==> src/rtl/gbc_cart_bus_controller.sv <==
// Routes system-bus accesses to a physical Game Boy pak or to a mapper; the target is chosen once after reset.
// Define GBC_PAK_POWERDOWN_EN to drive all Pak outputs except PakReset to 0 while the mapper is in use.
module gbc_cart_bus_controller #(
  parameter int ADDR_W         = 16,
  parameter int DATA_W         = 8,
  parameter int PAK_WAIT       = 3,
  parameter int DETECT_CYCLES  = 4,
  parameter int DETECT_TIMEOUT = 64
) (
  input  logic              Clk,
  input  logic              Reset,
  input  logic              ClkEn,
  input  logic              BusAccess,
  input  logic              BusWrite,
  input  logic [ADDR_W-1:0] BusAddress,
  input  logic [DATA_W-1:0] BusDToTarget,
  output logic [DATA_W-1:0] BusDToInitiator,
  output logic              BusReady,
  output logic              BusDataReady,
  output logic              MapAccess,
  output logic              MapWrite,
  output logic [ADDR_W-1:0] MapAddress,
  output logic [DATA_W-1:0] MapDToTarget,
  input  logic [DATA_W-1:0] MapDToInitiator,
  input  logic              MapDataReady,
  output logic              PakCS,
  output logic              PakRead,
  output logic              PakWrite,
  output logic [ADDR_W-1:0] PakAddress,
  output logic [DATA_W-1:0] PakDToPak,
  input  logic [DATA_W-1:0] PakDFromPak,
  output logic              PakReset,
  input  logic              PakDetect,
  input  logic              ForceMapper,
  output logic              UseCartridge,
  output logic              PakLost
);

  localparam int CNT_W  = $clog2(DETECT_TIMEOUT + 1);
  localparam int WAIT_W = (PAK_WAIT > 1) ? $clog2(PAK_WAIT) : 1;

  typedef enum logic [2:0] {
    S_DETECT,
    S_IDLE,
    S_MAP_WAIT,
    S_PAK_STROBE,
    S_PAK_HOLD
  } state_t;

  state_t            r_state;
  logic [CNT_W-1:0]  r_det_cnt;
  logic [CNT_W-1:0]  r_to_cnt;
  logic [WAIT_W-1:0] r_wait_cnt;
  logic [ADDR_W-1:0] r_addr;
  logic [DATA_W-1:0] r_wdata;
  logic [DATA_W-1:0] r_rdata;
  logic              r_write;
  logic              r_use_cart;
  logic              r_pak_lost;
  logic              r_bus_ready;
  logic              r_bus_dr;
  logic              r_map_access;
  logic              r_pak_cs;
  logic              r_pak_rd;
  logic              r_pak_wr;
  logic              r_pak_reset;

  logic [CNT_W-1:0]  w_det_next;
  logic [CNT_W-1:0]  w_to_next;

  assign w_det_next = PakDetect ? (r_det_cnt + 1'b1) : '0;
  assign w_to_next  = r_to_cnt + 1'b1;

  always_ff @(posedge Clk) begin
    if (Reset) begin
      r_state      <= S_DETECT;
      r_det_cnt    <= '0;
      r_to_cnt     <= '0;
      r_wait_cnt   <= '0;
      r_addr       <= '0;
      r_wdata      <= '0;
      r_rdata      <= '0;
      r_write      <= 1'b0;
      r_use_cart   <= 1'b0;
      r_pak_lost   <= 1'b0;
      r_bus_ready  <= 1'b0;
      r_bus_dr     <= 1'b0;
      r_map_access <= 1'b0;
      r_pak_cs     <= 1'b0;
      r_pak_rd     <= 1'b0;
      r_pak_wr     <= 1'b0;
      r_pak_reset  <= 1'b1;
    end else begin
      // Completion and mapper request are single-clock pulses even when ClkEn is sparse
      r_bus_dr     <= 1'b0;
      r_map_access <= 1'b0;
      if (ClkEn && r_use_cart && (r_state != S_DETECT) && !PakDetect) begin
        r_pak_lost <= 1'b1;
      end
      case (r_state)
        S_DETECT: begin
          if (ClkEn) begin
            r_det_cnt <= w_det_next;
            r_to_cnt  <= w_to_next;
            if (ForceMapper || (w_det_next == CNT_W'(DETECT_CYCLES)) ||
                (w_to_next == CNT_W'(DETECT_TIMEOUT))) begin
              r_use_cart  <= !ForceMapper && (w_det_next == CNT_W'(DETECT_CYCLES));
              r_state     <= S_IDLE;
              r_bus_ready <= 1'b1;
              r_pak_reset <= 1'b0;
            end
          end
        end
        S_IDLE: begin
          if (ClkEn && BusAccess) begin
            r_addr      <= BusAddress;
            r_wdata     <= BusDToTarget;
            r_write     <= BusWrite;
            r_bus_ready <= 1'b0;
            if (r_use_cart) begin
              r_state    <= S_PAK_STROBE;
              r_wait_cnt <= '0;
              r_pak_cs   <= 1'b1;
              r_pak_rd   <= !BusWrite;
              r_pak_wr   <= BusWrite;
            end else begin
              r_state      <= S_MAP_WAIT;
              r_map_access <= 1'b1;
            end
          end
        end
        S_MAP_WAIT: begin
          if (MapDataReady) begin
            r_rdata     <= MapDToInitiator;
            r_bus_dr    <= 1'b1;
            r_bus_ready <= 1'b1;
            r_state     <= S_IDLE;
          end
        end
        S_PAK_STROBE: begin
          if (ClkEn) begin
            if (r_wait_cnt == WAIT_W'(PAK_WAIT - 1)) begin
              if (!r_write) begin
                r_rdata <= PakDFromPak;
              end
              r_bus_dr <= 1'b1;
              r_pak_cs <= 1'b0;
              r_pak_rd <= 1'b0;
              r_pak_wr <= 1'b0;
              r_state  <= S_PAK_HOLD;
            end else begin
              r_wait_cnt <= r_wait_cnt + 1'b1;
            end
          end
        end
        S_PAK_HOLD: begin
          if (ClkEn) begin
            r_bus_ready <= 1'b1;
            r_state     <= S_IDLE;
          end
        end
        default: begin
          r_state <= S_DETECT;
        end
      endcase
    end
  end

  assign BusDToInitiator = r_rdata;
  assign BusReady        = r_bus_ready;
  assign BusDataReady    = r_bus_dr;
  assign MapAccess       = r_map_access;
  assign MapWrite        = r_write;
  assign MapAddress      = r_addr;
  assign MapDToTarget    = r_wdata;
  assign PakReset        = r_pak_reset;
  assign UseCartridge    = r_use_cart;
  assign PakLost         = r_pak_lost;

`ifdef GBC_PAK_POWERDOWN_EN
  assign PakCS      = r_pak_cs & r_use_cart;
  assign PakRead    = r_pak_rd & r_use_cart;
  assign PakWrite   = r_pak_wr & r_use_cart;
  assign PakAddress = r_use_cart ? r_addr : '0;
  assign PakDToPak  = r_use_cart ? r_wdata : '0;
`else
  assign PakCS      = r_pak_cs;
  assign PakRead    = r_pak_rd;
  assign PakWrite   = r_pak_wr;
  assign PakAddress = r_addr;
  assign PakDToPak  = r_wdata;
`endif

endmodule

==> config.mk <==
export PLATFORM = sky130hd
export DESIGN_NAME = gbc_cart_bus_controller
export DESIGN_NICKNAME = d
export VERILOG_FILES = /design/src/rtl/gbc_cart_bus_controller.sv
export SDC_FILE = /design/constraint.sdc
export NUM_CORES = 1
export LEC_CHECK = 0
export CAP_MARGIN = 20
export CORE_MARGIN = 2
export CORE_UTILIZATION = 40
export DETAILED_ROUTE_END_ITERATION = 6
export PLACE_DENSITY_LB_ADDON = 0.3
export REMOVE_ABC_BUFFERS = 1
export SLEW_MARGIN = 10
export SYNTH_ARGS = -nofsm -noshare
export SYNTH_HDL_FRONTEND = slang
export SYNTH_SLANG_ARGS = --single-unit
export TNS_END_PERCENT = 30
==> constraint.sdc <==
create_clock -name Clk -period 1.45 [get_ports Clk]
set_input_delay 0.29 -clock Clk [delete_from_list [all_inputs] [get_ports Clk]]
set_output_delay 0.29 -clock Clk [all_outputs]
set_load 0.03 [all_outputs]
Word level (Yosys, flattened, before mapping)
Cells that the tools add are included.
- bitwise operators: 2
- reductions and logical operators: 24
- $add $sub $neg: 3
- eq/ne operators: 17
- mux-type cells: 42
- operators by type and width (cell ; number):
    two-way mux 8 bit ; 4
    two-way mux 3 bit ; 7
    inequality test 2 bit, second input constant ; 10
    two-way mux 1 bit ; 18
    case mux 8 bit (2 select lines) ; 1
    case mux 3 bit (5 select lines) ; 1
    AND reduction 5 bit ; 3
    adder 7 x 1 -> 7 bit, second input constant ; 2
    two-way mux 2 bit ; 4
    case mux 1 bit (2 select lines) ; 4
    equality test 7 x 3 -> 1 bit, second input constant ; 1
    equality test 7 bit, second input constant ; 1
    two-way mux 7 bit ; 1
    AND reduction 7 bit ; 1
    equality test 3 x 2 -> 1 bit, second input constant ; 2
    AND reduction 6 bit ; 1
    logical AND 1 bit ; 5
    case mux 1 bit (4 select lines) ; 1
    case mux 2 bit (2 select lines) ; 1
    AND reduction 2 bit ; 2
    nonzero test 2 bit ; 2
    nonzero test 4 bit ; 1
    equality test 3 x 1 -> 1 bit, second input constant ; 1
    equality test 3 bit, second input constant ; 1
    9 further kinds ; 13
- input port bits: 48
- register bits after elaboration: 61
- output and inout port bits: 66
- word-level logic and storage cells: 105

Logic depth before layout (Yosys ltp)
Gate-level depths: netlist of run 1.
- depth after elaboration: 8
- mapped depth: 7
- gate-level depth less buffers: 7

Worst setup path after synthesis of run 1
OpenSTA, ideal clock, no wires.
- path kind: register to register
- start: reg r_wait_cnt[0]
- end: reg r_state[1]
- library setup time: 0.128 ns
- stages on the path, launching flop included: 8
- buffers on the path: 0
- period minus slack after synthesis: 1.557 ns
- arrival: 1.429 ns
- required time: 1.322 ns
- path slack: -0.107 ns
- cell sequence: dfxtp_1 > inv_1 > ha_1 > mux2_2 > a21oi_2 > a2bb2oi_1 > a2bb2oi_1 > nor2_1
- longest elaborated chain between the ends: 3
- ends and longest elaborated chain (element ; RTL line ; RTL):
    from (decl) ; 53 ; logic [WAIT_W-1:0] r_wait_cnt;
    from (signal assigned) ; 152 ; r_wait_cnt <= r_wait_cnt + 1'b1;
    equality test 2 bit ; 142 ; if (r_wait_cnt == WAIT_W'(PAK_WAIT - 1)) begin
    inequality test 2 bit (no line) ; - ;
    AND reduction 7 bit (no line) ; - ;
    to (signal assigned) ; 137 ; r_state <= S_IDLE;
    to (signal assigned) ; 150 ; r_state <= S_PAK_HOLD;
    to (signal assigned) ; 159 ; r_state <= S_IDLE;
    to (decl) ; 50 ; state_t r_state;
Every way passes these cells.
A chain may end at the register's enable or synchronous reset.

Final worst setup path of run 1
- start: reg r_det_cnt[3]
- end: reg r_bus_ready, in the netlist BusReady
- longest elaborated chain between the ends: 7
- ends and longest elaborated chain (element ; RTL line ; RTL):
    from (decl) ; 51 ; logic [CNT_W-1:0] r_det_cnt;
    from (signal assigned) ; 103 ; r_det_cnt <= w_det_next;
    adder 7 x 1 -> 7 bit ; 71 ; assign w_det_next = PakDetect ? (r_det_cnt + 1'b1) : '0;
    two-way mux 7 bit ; 71 ;
    equality test 7 x 3 -> 1 bit ; 105 ; if (ForceMapper || (w_det_next == CNT_W'(DETECT_CYCLES)) ||
    logical OR 1 bit (2 in a row) ; 105 ;
    inequality test 2 bit (no line) ; - ;
    AND reduction 6 bit (no line) ; - ;
    to (signal assigned) ; 109 ; r_bus_ready <= 1'b1;
    to (signal assigned) ; 119 ; r_bus_ready <= 1'b0;
    to (signal assigned) ; 136 ; r_bus_ready <= 1'b1;
    to (decl) ; 60 ; logic r_bus_ready;
Every way passes these cells.

==> results of run 1 <==
-- repair_timing --
action	CTS	global route
cloned	0	2
setup buffers	0	5
hold endpoints to repair	0	0
gates resized for setup	82	42
endpoints found under the setup margin	97	61
pin swaps	6	13
-- report_power, final --
part | switching [mW] | total (mW) | leakage [nW] | internal (mW)
logic | 0.411 | 0.833 | 1.47 | 0.423
clock network | 0.677 | 1.64 | 0.101 | 0.967
registers | 0.0603 | 1.79 | 0.499 | 1.73
total | 1.15 | 4.27 | 2.07 | 3.12
-- cells in the final DEF (no fill, tap or decap), types with 3 or more instances in the layout --
master,count
nand2_1,68
dlygate4sd2_1,62
dfxtp_1,51
clkdlybuf4s50_1,46
buf_4,38
a21oi_1,36
nor2_1,30
mux2i_1,11
clkbuf_8,9
buf_6,8
nand3_1,7
a211oi_1,7
dfxtp_2,7
nand2b_1,6
a21oi_2,6
nand3b_1,5
nor3_1,4
nor3_2,4
buf_12,4
xor2_1,3
nand4b_1,3
or2_2,3
nand4_1,3
inv_1,3
a21o_1,3
clkbuf_1,3
clkdlybuf4s15_1,3
dfxtp_4,3
-- worst min-delay path by stage --
stage / start / to / slack, ns / cells after the start
final: Reset / PakRead / 0.33 / 2
after global routing: Reset / PakRead / 0.34 / 2
after CTS: Reset / PakRead / 0.32 / 2
after detailed placement: MapDToTarget[1] / MapDToTarget[1] / 0.46 / 2
after global placement: MapAddress[13] / MapAddress[13] / 0.45 / 2
after floorplan: Reset / MapAddress[0] / 0.36 / 1
-- area by class of cell --
type	instances	area (um^2)	share of cell area, %
clock inverter	4	72.6	1.55
timing repair buffer	164	1540	33.0
tap	99	124	2.64
clock buffer	12	135	2.88
inverter	4	15.0	0.320
sequential	61	1240	26.5
multi-input combinational	246	1550	33.2
-- worst max-delay path, cell delays in order, from the launching register on --
cell and delay (ns):
dfxtp_1 0.42, nand2_1 0.14, or2_2 0.31, a211o_1 0.30, nand2_2 0.11, a41oi_1 0.11
-- cell usage after synthesis (3+ instances only) --
cell,instances,area (um^2)
nand2_1,69,259
a21o_1,3,22.5
nor3_1,8,40.0
or3_1,3,18.8
dfxtp_1,61,1220
nor2_1,31,116
mux2i_1,11,110
xor2_1,4,35.0
or2_2,3,18.8
nand3b_1,5,37.5
a211oi_1,9,67.6
nand4_1,3,18.8
inv_1,4,15.0
clkbuf_1,10,37.5
buf_6,4,45.0
ha_1,3,37.5
nand3_1,8,40.0
buf_4,24,180
o21ai_0,3,15.0
nand4b_1,3,26.3
nand2b_1,7,43.8
a21oi_1,42,210
buf_2,6,30.0
-- metrics by stage --
stage	power (mW)	hold WS, ns	setup WS, ns	TNS (ns)
final	4.27	0.331	-0.0788	-0.526
after global routing	4.43	0.335	-0.144	-2.44
after CTS	4.20	0.324	-0.119	-0.883
after detailed placement	2.59	0.463	-0.425	-19.08
after global placement	2.57	0.454	-0.369	-16.99
after floorplan	2.15	0.359	-0.464	-10.41
-- cells by family after synthesis --
group           synth area share [%]
fa+ha+maj                       1.28
xor+xnor                        1.49
compound gates                  15.4
mux                             4.13
flops                           41.5
simple gates                    25.6
buf+inv                         10.6
-- state kept, by name (all words and copies together) (netlist names) --
name / flops
BusDToInitiator: 8
BusDataReady: 1
BusReady: 1
MapAccess: 1
MapAddress: 16
MapDToTarget: 8
MapWrite: 1
PakCS: 1
PakLost: 1
PakRead: 1
PakReset: 1
PakWrite: 1
UseCartridge: 1
r_det_cnt: 7
r_state: 3
r_to_cnt: 7
r_wait_cnt: 2
-- per-layer routing --
metal  global-route usage (%)  routed length [um]
met5                        0                   0
met4                     9.62                 159
met3                     3.60                 455
met2                     33.8                4520
met1                     23.4                3660
==> impl_metrics.ini, run 1 <==
[sta]
hold_viol = 0
worst_pin_slew_ns = 0.423
skew_ns = 0.0101
period_share_pct = 105
fmax_mhz = 654
fin_crit_ns = 1.53
slew-limit-headroom_pct = 71.6
setup_viol = 11
rsz0062_at_grt = yes
setup_slack_ns = -0.0788
drv_slew = 0

[worst_setup_path]
critPathLaunch = r_det_cnt[3]
cp-end-kind = flip-flop
ff2ff_path_depth = 5
r2r_slack_ns = -0.08
arrival_ns = 1.73
cp.required_ns = 1.65
rr_endpoint = BusReady
critPathKind = flip-flop to flip-flop
endpoint = BusReady
cp-start-kind = flip-flop
critPathMaxFanout = 4
rr_startpoint = r_det_cnt[3]

[floorplan]
initial_core_util_pct = 41.0
die_y_um = 89.7
dieArea_um2 = 8050
rows = 31
coreArea_um2 = 7180
die_w_um = 89.7
ios = 114

[yosys]
synth_cell_types = 50
ys_warn_count = 0
ys_async_sr_fraction_pct = 0
synth-main-ff-cell = dfxtp_1
synth-edff-count = 0
synthCells = 356
seq_area_frac_synth_pct = 41.5
syn_area_um2 = 2940
ys_ff_latch = 61
syn_avg_cell_area_um2 = 8.26

[cts]
numCtsBuffers = 9
cts_tree = yes
clk-insertion-delay-late_ns = 0.35
htreeDepth = 3
hold_buffers = 0
clock_path_buffers = 2
cts-root-buf = clkbuf_8
cts_sinks = 61
cts.clk_slew.worst_paths_ns = 0.07

[outcome]
status = finished, violations left
violations = negative setup slack

[placed_design]
dp_hpwl_mm = 5.70
dpl_cell_area_um2 = 4270
dp_cells = 567
numPortBuffers = 113
place_congestion = 0.849

[power]
peakVddDrop_v = 0.000524
pwr_density_cell_nw_per_um2 = 912
p_leak_nw = 2.07

[global_route]
grt_pass1_vias = 2706
antenna_found_initial = 0
grt_pass1_wl_mm = 12.8
grt_use_total_pct = 19.6
grt_max_degree = 27
overflow = 0

[cells_and_area]
syn2layout_area_growth_pct = 59.4
fillers = 612
drive_gt1_share_pct = 23.6
final_area_um2 = 4690
fin_nets = 537
fin_cells = 590
n_antenna_cell = 0
final_util_pct = 65.3

[drt]
route.vias.total = 2956
drt_iter0_markers = 90
drc = 0
wl_per_cell_um = 14.9
vias_per_cell = 5.01
first_pass_iters = 4
drtAntennaViolNets = 0
totalWireLength_mm = 8.79

[run]
cap_violations = 0

[worst_hold_path]
holdCritPathClass = input pin to flip-flop
(Power assumes the default switching activity.)
==> inputs of run 2 (changes only) <==
--- a/config.mk
+++ b/config.mk
@@ -7,8 +7,10 @@
 export LEC_CHECK = 0
 export CAP_MARGIN = 20
 export CORE_MARGIN = 2
-export CORE_UTILIZATION = 40
+export CORE_UTILIZATION = 41
+export CTS_BUF_LIST = sky130_fd_sc_hd__clkbuf_4 sky130_fd_sc_hd__clkbuf_8
 export DETAILED_ROUTE_END_ITERATION = 6
+export GPL_TIMING_DRIVEN = 0
 export PLACE_DENSITY_LB_ADDON = 0.3
 export REMOVE_ABC_BUFFERS = 1
 export SLEW_MARGIN = 10
==> impl_metrics.ini, run 2 (same netlist as run 1, synthesis figures left out) <==
[outcome]
status = finished, violations left
violations = negative setup slack

[cts]
htreeDepth = 3
cts.clk_slew.worst_paths_ns = 0.07
hold_buffers = 0
cts_tree = yes
numCtsBuffers = 9
clk-insertion-delay-late_ns = 0.33
clock_path_buffers = 2
cts-root-buf = clkbuf_8
cts_sinks = 61

[global_route]
grt_pass1_vias = 2430
grt_max_degree = 37
grt_use_total_pct = 18.0
overflow = 0
antenna_found_initial = 0
grt_pass1_wl_mm = 11.2

[cells_and_area]
final_common_cell = nand2_1
drive_gt1_share_pct = 20.4
layout_common_cells = 67 x nand2_1, 62 x dlygate4sd2_1, 49 x dfxtp_1
n_antenna_cell = 0
fin_nets = 511
largest_reg_flops = 16
syn2layout_area_growth_pct = 52.4
fillers = 584
multi_input_area_um2 = 1590
seqCellArea_um2 = 1250
final_area_um2 = 4480

[worst_setup_path]
cp.required_ns = 1.69
critPathLaunch = r_wait_cnt[0]
cp-start-kind = flip-flop
critPathKind = flip-flop to flip-flop
cp-end-kind = flip-flop
critPathMaxFanout = 3
arrival_ns = 1.75
rr_startpoint = r_wait_cnt[0]

[drt]
first_pass_iters = 4
drc = 0
route.vias.total = 2842
wl_per_cell_um = 14.0
vias_per_cell = 5.07
drtAntennaViolNets = 0
totalWireLength_mm = 7.87
drt_iter0_markers = 143

[sta]
setup_slack_ns = -0.0595
worst_pin_slew_ns = 0.503
rsz0062_at_grt = yes
skew_ns = 0.00916
period_share_pct = 104
hold_viol = 0
setup-tns-final_ns = -0.320
slew-limit-headroom_pct = 66.5
fin_crit_ns = 1.51
whs_ns = 0.408
fmax_mhz = 662
drv_slew = 0
setup_viol = 9

[worst_hold_path]
holdCritPathClass = input pin to flip-flop
min_from = Reset

[floorplan]
initial_core_util_pct = 42.8
coreArea_um2 = 6870
ios = 114
rows = 30
die_w_um = 88.7
dieArea_um2 = 7870
die_y_um = 88.7

[power]
p_leak_nw = 1.95
pwr_density_cell_nw_per_um2 = 976
peakVddDrop_v = 0.000521
total_power_mw = 4.38

[placed_design]
numPortBuffers = 113
dpl_cell_area_um2 = 3920
dp_hpwl_mm = 5.03
place_congestion = 0.781

[run]
cap_violations = 0
[run 2: cell type report]
cell class              instances  area share [%]
clock buffers                  10            2.93
flip-flops and latches         61            28.0
inverters                       4           0.335
repair buffers                138            28.1
multi-input cells             246            35.5
well taps                      96            2.68
clock inverters                 6            2.48
[run 2: power by group]
part           internal [mW]  leakage, nW  total (mW)  switching, mW
Combinational          0.363         1.33       0.748          0.385
Sequential              1.73        0.501        1.79         0.0630
Clock                   1.16        0.120        1.84          0.676
[run 2: what timing repair did]
item	in CTS	in global routing
resized for setup	94	44
pin swaps	12	15
buffers inserted	15	8
endpoints found under the setup margin	126	36
[run 2: through the flow]
stage / setup WS [ns] / utilization, % / cells
after global routing: -0.125 / 65.2 / 561
after global placement: -1.55 / 56.7 / 520
after detailed placement: -1.04 / 57.1 / 522
after floorplan: -0.464 / - / 311
after CTS: -0.171 / 62.3 / 553
final: -0.0595 / 65.2 / 561
[run 2: critical path, stage by stage, from the launching register on]
cell and delay (ns):
dfxtp_2 0.34, inv_2 0.05, ha_4 0.15, mux2_4 0.27, a21oi_4 0.18, buf_4 0.15, nor3_1 0.05, a311oi_1 0.23
[run 2: path summary, 6_finish.rpt]
check,to,slack [ns],depth (start not counted)
setup / recovery,r_state[0],-0.06,7
hold / removal,r_det_cnt[3],0.41,2
setup reg to reg,r_state[0],-0.06,7
hold reg to reg,MapDToTarget[1],0.46,2
[run 2: routing by layer]
layer | vias to the layer above | GRT usage [%] | wire length [um]
met5 | - | 0 | 0
met4 | 0 | 5.37 | 51
met3 | 6 | 4.57 | 542
met2 | 106 | 31.6 | 4050
met1 | 1326 | 21.7 | 3230
li1 | 1404 | - | -
